[src/rtl/fpga_ctrl_pkg.sv]
// fpga_ctrl_pkg: shared state encoding, default parameters and counter sizing for the FPGA reset/strap conditioner
package fpga_ctrl_pkg;
  typedef enum logic [1:0] {WAIT_LOCK, HOLD, RUN} rst_ctrl_state_e;
  localparam int unsigned DEF_SYNC_STAGES = 2;
  localparam int unsigned DEF_DEBOUNCE_CYCLES = 65536;
  localparam int unsigned DEF_HOLD_CYCLES = 1024;
  localparam int unsigned DEF_CLK_LED_COUNT_LENGTH = 27;
  function automatic int unsigned cnt_w(input int unsigned n);
    return (n <= 2) ? 1 : $clog2(n);
  endfunction
endpackage

[src/rtl/strap_debouncer.sv]
// strap_debouncer: synchronizes one raw switch and accepts a new level only after it has held for DEBOUNCE_CYCLES
module strap_debouncer
  import fpga_ctrl_pkg::*;
#(
  parameter int unsigned SYNC_STAGES     = DEF_SYNC_STAGES,
  parameter int unsigned DEBOUNCE_CYCLES = DEF_DEBOUNCE_CYCLES
) (
  input  logic clk_i,
  input  logic rst_ni,
  input  logic raw_i,
  output logic stable_o
);
  localparam int unsigned CW = cnt_w(DEBOUNCE_CYCLES);
  logic [SYNC_STAGES-1:0] sync_q;
  logic [CW-1:0] cnt_q;
  logic synced;
  assign synced = sync_q[SYNC_STAGES-1];
  always_ff @(posedge clk_i or negedge rst_ni) begin
    if (!rst_ni) begin
      sync_q   <= '0;
      cnt_q    <= '0;
      stable_o <= 1'b0;
    end else begin
      sync_q <= {sync_q[SYNC_STAGES-2:0], raw_i};
      if (synced == stable_o) begin
        cnt_q <= '0;
      end else if (cnt_q == CW'(DEBOUNCE_CYCLES - 1)) begin
        stable_o <= synced;
        cnt_q    <= '0;
      end else begin
        cnt_q <= cnt_q + 1'b1;
      end
    end
  end
endmodule

[src/rtl/fpga_reset_strap_ctrl.sv]
// fpga_reset_strap_ctrl: holds the SoC in reset until PLL lock has settled, latches debounced boot straps at release
module fpga_reset_strap_ctrl
  import fpga_ctrl_pkg::*;
#(
  parameter int unsigned SYNC_STAGES          = DEF_SYNC_STAGES,
  parameter int unsigned DEBOUNCE_CYCLES      = DEF_DEBOUNCE_CYCLES,
  parameter int unsigned HOLD_CYCLES          = DEF_HOLD_CYCLES,
  parameter int unsigned CLK_LED_COUNT_LENGTH = DEF_CLK_LED_COUNT_LENGTH
) (
  input  logic clk_i,
  input  logic rst_ni,
  input  logic pll_locked_i,
  input  logic boot_select_raw_i,
  input  logic execute_from_flash_raw_i,
  output logic soc_rst_no,
  output logic boot_select_o,
  output logic execute_from_flash_o,
  output logic rst_led_o,
  output logic clk_led_o
);
  localparam int unsigned HW = cnt_w(HOLD_CYCLES);
  rst_ctrl_state_e state_q, state_d;
  logic [SYNC_STAGES-1:0] lock_sync_q;
  logic [HW-1:0] hold_q, hold_d;
  logic [CLK_LED_COUNT_LENGTH-1:0] hb_q;
  logic lock_s, load, bs_stable, ef_stable;
  assign lock_s = lock_sync_q[SYNC_STAGES-1];
  strap_debouncer #(.SYNC_STAGES(SYNC_STAGES), .DEBOUNCE_CYCLES(DEBOUNCE_CYCLES)) u_bs_deb (
    .clk_i(clk_i), .rst_ni(rst_ni), .raw_i(boot_select_raw_i), .stable_o(bs_stable)
  );
  strap_debouncer #(.SYNC_STAGES(SYNC_STAGES), .DEBOUNCE_CYCLES(DEBOUNCE_CYCLES)) u_ef_deb (
    .clk_i(clk_i), .rst_ni(rst_ni), .raw_i(execute_from_flash_raw_i), .stable_o(ef_stable)
  );
  always_comb begin
    state_d = state_q;
    hold_d  = '0;
    load    = 1'b0;
    unique case (state_q)
      WAIT_LOCK: state_d = lock_s ? HOLD : WAIT_LOCK;
      HOLD: begin
        if (!lock_s) begin
          state_d = WAIT_LOCK;
        end else if (hold_q == HW'(HOLD_CYCLES - 1)) begin
          state_d = RUN;
          load    = 1'b1;
        end else begin
          hold_d = hold_q + 1'b1;
        end
      end
      RUN:     state_d = lock_s ? RUN : WAIT_LOCK;
      default: state_d = WAIT_LOCK;
    endcase
  end
  // SoC reset comes straight from a flop so it cannot glitch during state transitions
  always_ff @(posedge clk_i or negedge rst_ni) begin
    if (!rst_ni) begin
      state_q              <= WAIT_LOCK;
      lock_sync_q          <= '0;
      hold_q               <= '0;
      hb_q                 <= '0;
      soc_rst_no           <= 1'b0;
      boot_select_o        <= 1'b0;
      execute_from_flash_o <= 1'b0;
    end else begin
      state_q              <= state_d;
      lock_sync_q          <= {lock_sync_q[SYNC_STAGES-2:0], pll_locked_i};
      hold_q               <= hold_d;
      hb_q                 <= hb_q + 1'b1;
      soc_rst_no           <= (state_d == RUN);
      boot_select_o        <= load ? bs_stable : boot_select_o;
      execute_from_flash_o <= load ? ef_stable : execute_from_flash_o;
    end
  end
  assign rst_led_o = soc_rst_no;
  assign clk_led_o = hb_q[CLK_LED_COUNT_LENGTH-1];
endmodule

[config.mk]
export PLATFORM = sky130hd
export DESIGN_NAME = fpga_reset_strap_ctrl
export DESIGN_NICKNAME = d
export VERILOG_FILES = /design/src/rtl/fpga_ctrl_pkg.sv /design/src/rtl/strap_debouncer.sv /design/src/rtl/fpga_reset_strap_ctrl.sv
export SDC_FILE = /design/constraint.sdc
export NUM_CORES = 1
export LEC_CHECK = 0
export CAP_MARGIN = 5
export CELL_PAD_IN_SITES_DETAIL_PLACEMENT = 1
export CELL_PAD_IN_SITES_GLOBAL_PLACEMENT = 1
export CORE_MARGIN = 5
export CORE_UTILIZATION = 49
export DETAILED_ROUTE_END_ITERATION = 8
export GPL_ROUTABILITY_DRIVEN = 0
export PLACE_DENSITY = 0.74
export SYNTH_ARGS = -nofsm -noshare
export SYNTH_HDL_FRONTEND = slang
export SYNTH_SLANG_ARGS = --single-unit
[constraint.sdc]
create_clock -name clk_i -period 2.2 [get_ports clk_i]
set_input_delay 0.22 -clock clk_i [delete_from_list [all_inputs] [get_ports clk_i]]
set_output_delay 0.22 -clock clk_i [all_outputs]
set_load 0.01 [all_outputs]
==> flow_metrics.py, run 1 <==
metrics = {
    "worst_setup_path": {
        "critical_path_class": "flop to flop",
        "r2r_start": "u_ef_deb.cnt_q[0]",
        "critPathLaunchType": "flop",
        "r2r_cells": 5,
        "worst-endpoint-required_ns": 2.43,
        "end_kind": "flop",
        "arrival_ns": 2.07,
        "cpPeakStageDelay_ns": 0.40,
        "crit_fanout": 6,
        "cp_num_buf_inv": 0,
        "cp_cell_sequence": "ha_1 -> nand4_2 -> or2_1 -> nor3_1 -> mux2_2",
        "path_delay_family": "simple AND/OR/NAND/NOR gates",
        "crit_slowest_cell": "dfrtp_1",
        "crit_cells": 5,
        "r2r-end": "u_ef_deb.stable_o",
        "r2r_slack_ns": 0.37,
    },
    "sta": {
        "slew_violations": 0,
        "relSlewSlack": 0.6547,
        "fin_crit_sh": 0.8324,
        "max_clock_freq_mhz": 546.1,
        "post-route-min-period_ns": 1.831,
        "hold_violations": 0,
        "finClkSkew_ns": 0.01100,
        "finalSetupViolCount": 0,
        "tightest_slew_ns": 0.5180,
        "grt_setup_unrepaired": "false",
        "fin_setup_tns_ns": 0,
    },
    "power": {
        "ir_worst_vdd_uv": 268.8,
        "p_total_mw": 2.776,
        "power.leakage_nw": 1.790,
        "pwr_density_cell_mw_per_mm2": 684.0,
    },
    "routing": {
        "drt_pre_antenna_iters": 4,
        "drtAntennaViolNets": 0,
        "vias": 2408,
        "wl_um": 6628,
        "via_per_inst": 5.363,
        "drtIter0Drc": 60,
        "drc": 0,
        "wire_per_inst_um": 14.76,
    },
    "synthesis": {
        "synth_warnings": 0,
        "yosysUniqueCellTypes": 34,
        "synth_seq_cells": 82,
        "synth_edf_count": 0,
        "netlist_instances": 329,
        "syn_nets": 338,
        "synthArstFlopShare": 1.000,
        "synth_seq_area_share": 0.5645,
        "netlist_area_mm2": 0.003635,
        "synthFlopType": "dfrtp_1",
        "syn_avg_cell_area_um2": 11.05,
    },
    "hold_path": {
        "min_to": "lock_sync_q[0]",
        "hp-class": "input pin to flop",
        "hp-start": "pll_locked_i",
        "hold_path_depth": 1,
    },
    "placed_design": {
        "portBuffers": 9,
        "dpl.hpwl_um": 4576,
        "placed_cells_incl_taps": 433,
    },
    "global_routing": {
        "grt_pass1_vias": 2608,
        "antenna_found_initial": 0,
        "grt_pass1_wl_um": 12030,
        "track_usage": 0.1716,
        "grt_max_degree": 44,
        "gr-total-overflow": 0,
    },
    "die": {
        "pin_count": 10,
        "die-area_mm2": 0.009240,
        "std_cell_rows": 31,
        "die_x_um": 96.13,
        "chipHeight_um": 96.13,
        "start_util": 0.5011,
        "core-area_mm2": 0.007253,
    },
    "clock_tree": {
        "cts_tree": "built",
        "insertion_delay_ns": 0.35,
        "cts.sinks": 82,
        "cts-root-buf": "clkbuf_8",
        "clock_path_buffers": 2,
        "clk_pin_slew_worst_paths_ns": 0.09,
        "hold_buffers": 1,
        "numCtsBuffers": 9,
        "cts_setup_buffers": 0,
        "cts_resized": 0,
        "cts_max_level": 3,
    },
    "cells_and_area": {
        "final_cell_mix": "82 x dfrtp_1, 46 x nor2_1, 35 x xnor2_1, 29 x nand3_1, 24 x xor2_1",
        "diodes": 0,
        "finalNonFillerCells": 449,
        "final_nets": 355,
        "layout_commonest_cell": "dfrtp_1",
        "drive_gt1_frac": 0.08857,
        "area_delta_synth_final_pct": 11.67,
    },
    "job": {
        "drv_cap": 0,
    },
    "run_status": {
        "status": "complete, no violations",
    },
}
[how the worst max path moves through the flow]
| stage | startpoint | end | slack (ns) |
|---|---|---|---|
| after floorplan | u_ef_deb.cnt_q[0] | u_ef_deb.stable_o | 0.52 |
| after global placement | u_ef_deb.cnt_q[0] | u_ef_deb.stable_o | 0.45 |
| after detailed placement | u_ef_deb.cnt_q[0] | u_ef_deb.stable_o | 0.39 |
| after CTS | u_ef_deb.cnt_q[0] | u_ef_deb.stable_o | 0.36 |
| after global routing | u_ef_deb.cnt_q[0] | u_ef_deb.stable_o | 0.26 |
| final | u_ef_deb.cnt_q[0] | u_ef_deb.stable_o | 0.37 |
[registers in the layout (all words and copies together) (netlist names), 2 cells and up]
signal and count:
u_bs_deb.cnt_q 16, lock_sync_q 2, u_ef_deb.sync_q 2, hb_q 27, state_q 2, hold_q 10
u_bs_deb.sync_q 2, u_ef_deb.cnt_q 16
[cells in the mapped netlist (2+ instances only)]
library cell,number,share of area
clkbuf_1,2,0.0021
and4_1,5,0.012
inv_1,9,0.0093
ha_1,4,0.014
nor3_1,6,0.0083
nand4_1,15,0.026
xor2_1,24,0.058
dfrtp_1,82,0.56
nor4_4,2,0.012
nand4_2,2,0.0069
nand2b_1,2,0.0034
o21ai_0,5,0.0069
nand3_1,29,0.040
a21oi_1,4,0.0055
buf_2,2,0.0028
mux2_2,4,0.012
or2_1,2,0.0034
and3_1,11,0.019
nor4_1,4,0.0069
nand2_1,19,0.020
buf_4,2,0.0041
nor2_1,46,0.048
or3_1,3,0.0052
xnor2_1,35,0.084
[metal layers]
| metal | vias to the layer above | part of all wire | global-route usage |
|---|---|---|---|
| li1 | 1156 | - | - |
| met1 | 1221 | 0.45 | 0.2032 |
| met2 | 21 | 0.51 | 0.2892 |
| met3 | 10 | 0.027 | 0.04457 |
| met4 | 0 | 0.021 | 0.08175 |
| met5 | - | 0 | 0 |
[kinds of logic (layout without fill, tap and decap cells)]
kind of cell,count (synthesis),count (layout),share of synthesized area
simple gates,152,152,0.2234
mux,4,4,0.01239
flops,82,82,0.5645
buf+inv,15,36,0.01824
fa+ha+maj,4,4,0.01377
xor+xnor,59,59,0.1422
compound gates,13,13,0.02547
[report_power, final]
| group | leakage, nW | switching [mW] | internal [mW] | total (mW) |
|---|---|---|---|---|
| Clock | 0.0984 | 0.525 | 0.631 | 1.16 |
| Combinational | 0.583 | 0.0547 | 0.0263 | 0.0810 |
| Sequential | 1.11 | 0.0164 | 1.52 | 1.54 |
[cell type report]
cell class | instances | area, um2
Sequential cell | 82 | 2052
Tap cell | 99 | 123.9
Clock inverter | 5 | 80.08
Inverter | 9 | 33.78
Timing Repair Buffer | 12 | 125.1
Multi-Input combinational cell | 232 | 1516
Clock buffer | 10 | 127.6
Fill cell | 798 | 3194
[per-stage QoR]
step                  util  setup slack (ns)  hold WS [ns]  instance area (um2)
floorplan                -            0.5244      -0.07559                 3635
global placement    0.5296            0.4519        0.2264                 3841
detailed placement  0.5296            0.3880        0.2302                 3841
CTS                 0.5596            0.3589        0.2765                 4059
global route        0.5596            0.2559        0.2738                 4059
finish              0.5596            0.3688        0.2969                 4059
Note: power is estimated with default switching activity, not from simulation.
==> run 2: changes to the inputs <==
Settings changed: CORE_UTILIZATION 49 to 44, PLACE_DENSITY 0.74 to 0.7.
Clock period 2.2 ns to 1.6 ns, I/O delays scaled along.
==> run 2 against run 1 <==
  * The run now ends with setup timing left
  * Wire length rose by 13%
  * Critical path depth increased by 1
  * Worst setup slack worse by 0.38 ns
  * Count of clock-buffer cells in the layout grew 1
  * Die area rose by 10%
  * Non-clock buffer count increased by 44
  * Sequential cell count is the same
  * Sequential power up 37%
  * Critical endpoint is now hb_q[26]
  * Highest routed layer unchanged
  * Clock skew hardly changed
  * Clock power is 36% higher
  * Maximum frequency increased by 13%
==> flow_metrics.py, run 2 (synthesis gave the netlist of run 1 again) <==
metrics = {
    "run_status": {
        "status": "complete, but fails checks",
        "violations": "setup timing",
    },
    "cells_and_area": {
        "area_delta_synth_final_pct": 23.06,
        "final_nets": 399,
        "final_cell_mix": "82 x dfrtp_1, 46 x nor2_1, 44 x buf_4, 35 x xnor2_1, 29 x nand3_1",
        "reg_top3": "hb_q: 27 flops, u_bs_deb.cnt_q: 16 flops, u_ef_deb.cnt_q: 16 flops",
        "finalNonFillerCells": 500,
        "diodes": 0,
        "layout_commonest_cell": "dfrtp_1",
        "largest_register_ffs": 27,
        "drive_gt1_frac": 0.2152,
        "regMostFlops": "hb_q",
    },
    "die": {
        "chipHeight_um": 100.9,
        "pin_count": 10,
        "std_cell_rows": 33,
        "core-area_mm2": 0.008134,
        "die_x_um": 100.9,
        "start_util": 0.4469,
        "die-area_mm2": 0.01018,
    },
    "sta": {
        "fin_crit_sh": 1.010,
        "tightest_slew_ns": 0.5100,
        "post-route-min-period_ns": 1.615,
        "relSlewSlack": 0.6600,
        "finalSetupViolCount": 2,
        "worst_slack_ns": -0.01534,
        "finClkSkew_ns": 0.01078,
        "whs_ns": 0.2444,
        "grt_setup_unrepaired": "true",
        "hold_violations": 0,
        "slew_violations": 0,
        "fin_setup_tns_ns": -0.01971,
        "max_clock_freq_mhz": 619.1,
    },
    "worst_setup_path": {
        "end_kind": "flop",
        "arrival_ns": 1.85,
        "r2r-end": "hb_q[26]",
        "r2r_slack_ns": -0.02,
        "crit_fanout": 6,
        "worst-endpoint-required_ns": 1.83,
        "critPathLaunchType": "flop",
        "critical_path_class": "flop to flop",
        "r2r_cells": 6,
        "r2r_start": "hb_q[0]",
    },
    "hold_path": {
        "hp-class": "input pin to flop",
        "min_to": "u_bs_deb.sync_q[0]",
        "hp-start": "boot_select_raw_i",
        "hold_path_depth": 1,
    },
    "placed_design": {
        "placed_cells_incl_taps": 478,
        "portBuffers": 9,
        "dpl.hpwl_um": 5278,
        "pre_cts_slack_ns": -0.03720,
    },
    "clock_tree": {
        "cts.sinks": 82,
        "insertion_delay_ns": 0.35,
        "cts_max_level": 3,
        "numCtsBuffers": 9,
        "clock_path_buffers": 2,
        "cts_tree": "built",
        "cts-root-buf": "clkbuf_8",
        "clk_pin_slew_worst_paths_ns": 0.08,
    },
    "power": {
        "pwr_density_cell_mw_per_mm2": 858.6,
        "ir_worst_vdd_uv": 439.4,
        "p_total_mw": 3.840,
        "power.leakage_nw": 2.056,
    },
    "routing": {
        "via_per_inst": 5.138,
        "wl_um": 7485,
        "vias": 2569,
        "wire_per_inst_um": 14.97,
        "drtIter0Drc": 48,
        "drc": 0,
        "drtAntennaViolNets": 0,
        "drt_pre_antenna_iters": 4,
    },
    "global_routing": {
        "grt_pass1_vias": 2845,
        "gr-total-overflow": 0,
        "grt_max_degree": 39,
        "antenna_found_initial": 0,
        "track_usage": 0.1652,
        "grt_pass1_wl_um": 13280,
    },
    "job": {
        "drv_cap": 0,
    },
}
-- run 2: changes by cell type in the layout (fill, tap and decap cells not counted), moves of 2 or more --
cell and change:
clkbuf_8 +2, or2_4 +2, clkinv_4 +2, ha_1 -2, buf_4 +42, buf_6 +2, clkinvlp_4 -2
-- run 2: area by class of cell --
cell class | count | area [um2]
timing repair buffer | 56 | 462.9
multi-input combinational | 232 | 1580
clock buffer | 11 | 151.4
tap | 105 | 131.4
fill | 908 | 3661
inverter | 9 | 33.78
sequential | 82 | 2052
clock inverter | 5 | 61.31
-- run 2: power by group --
| part | internal (mW) | switching, mW |
|---|---|---|
| Sequential | 2.09 | 0.0205 |
| Combinational | 0.0632 | 0.0876 |
| Clock | 0.815 | 0.761 |
-- run 2: stage by stage --
| stage | area (um2) | utilization |
|---|---|---|
| CTS | 4414 | 0.5427 |
| floorplan | 3664 | - |
| global placement | 4170 | 0.5127 |
| detailed placement | 4170 | 0.5127 |
| global route | 4473 | 0.5499 |
| finish | 4473 | 0.5499 |
-- run 2: routing by layer --
layer  wire [um]  up-vias  GRT usage
li1            -     1242          -
met1        3246     1293     0.1976
met2        3905       22     0.2876
met3         192       12    0.03599
met4         140        0    0.06748
met5           0        -          0
-- run 2: worst max-delay path by stage --
stage	startpoint	end	slack, ns	cells past startpoint
floorplan	u_ef_deb.cnt_q[0]	u_ef_deb.cnt_q[9]	0.006	6
global placement	hold_q[1]	execute_from_flash_o	0.01	5
detailed placement	hb_q[0]	hb_q[26]	-0.04	5
CTS	u_ef_deb.cnt_q[0]	u_ef_deb.stable_o	0.01	5
global route	hb_q[0]	hb_q[26]	-0.16	6
finish	hb_q[0]	hb_q[26]	-0.02	6
-- run 2: critical path, cell delays in order (launching register included) --
cell	delay (ns)
dfrtp_1	0.39
ha_2	0.20
nand4_1	0.18
nor4_4	0.29
buf_4	0.18
nand4_1	0.11
xnor2_1	0.15
-- run 2: repair_timing --
action | 4_1_cts | 5_1_grt
hold buffers | 1 | 0
endpoints found under the hold margin | 35 | 0
setup buffers | 2 | 3
endpoints found under the setup margin | 10 | 30
pin swaps | 3 | 7
resized for setup | 2 | 8
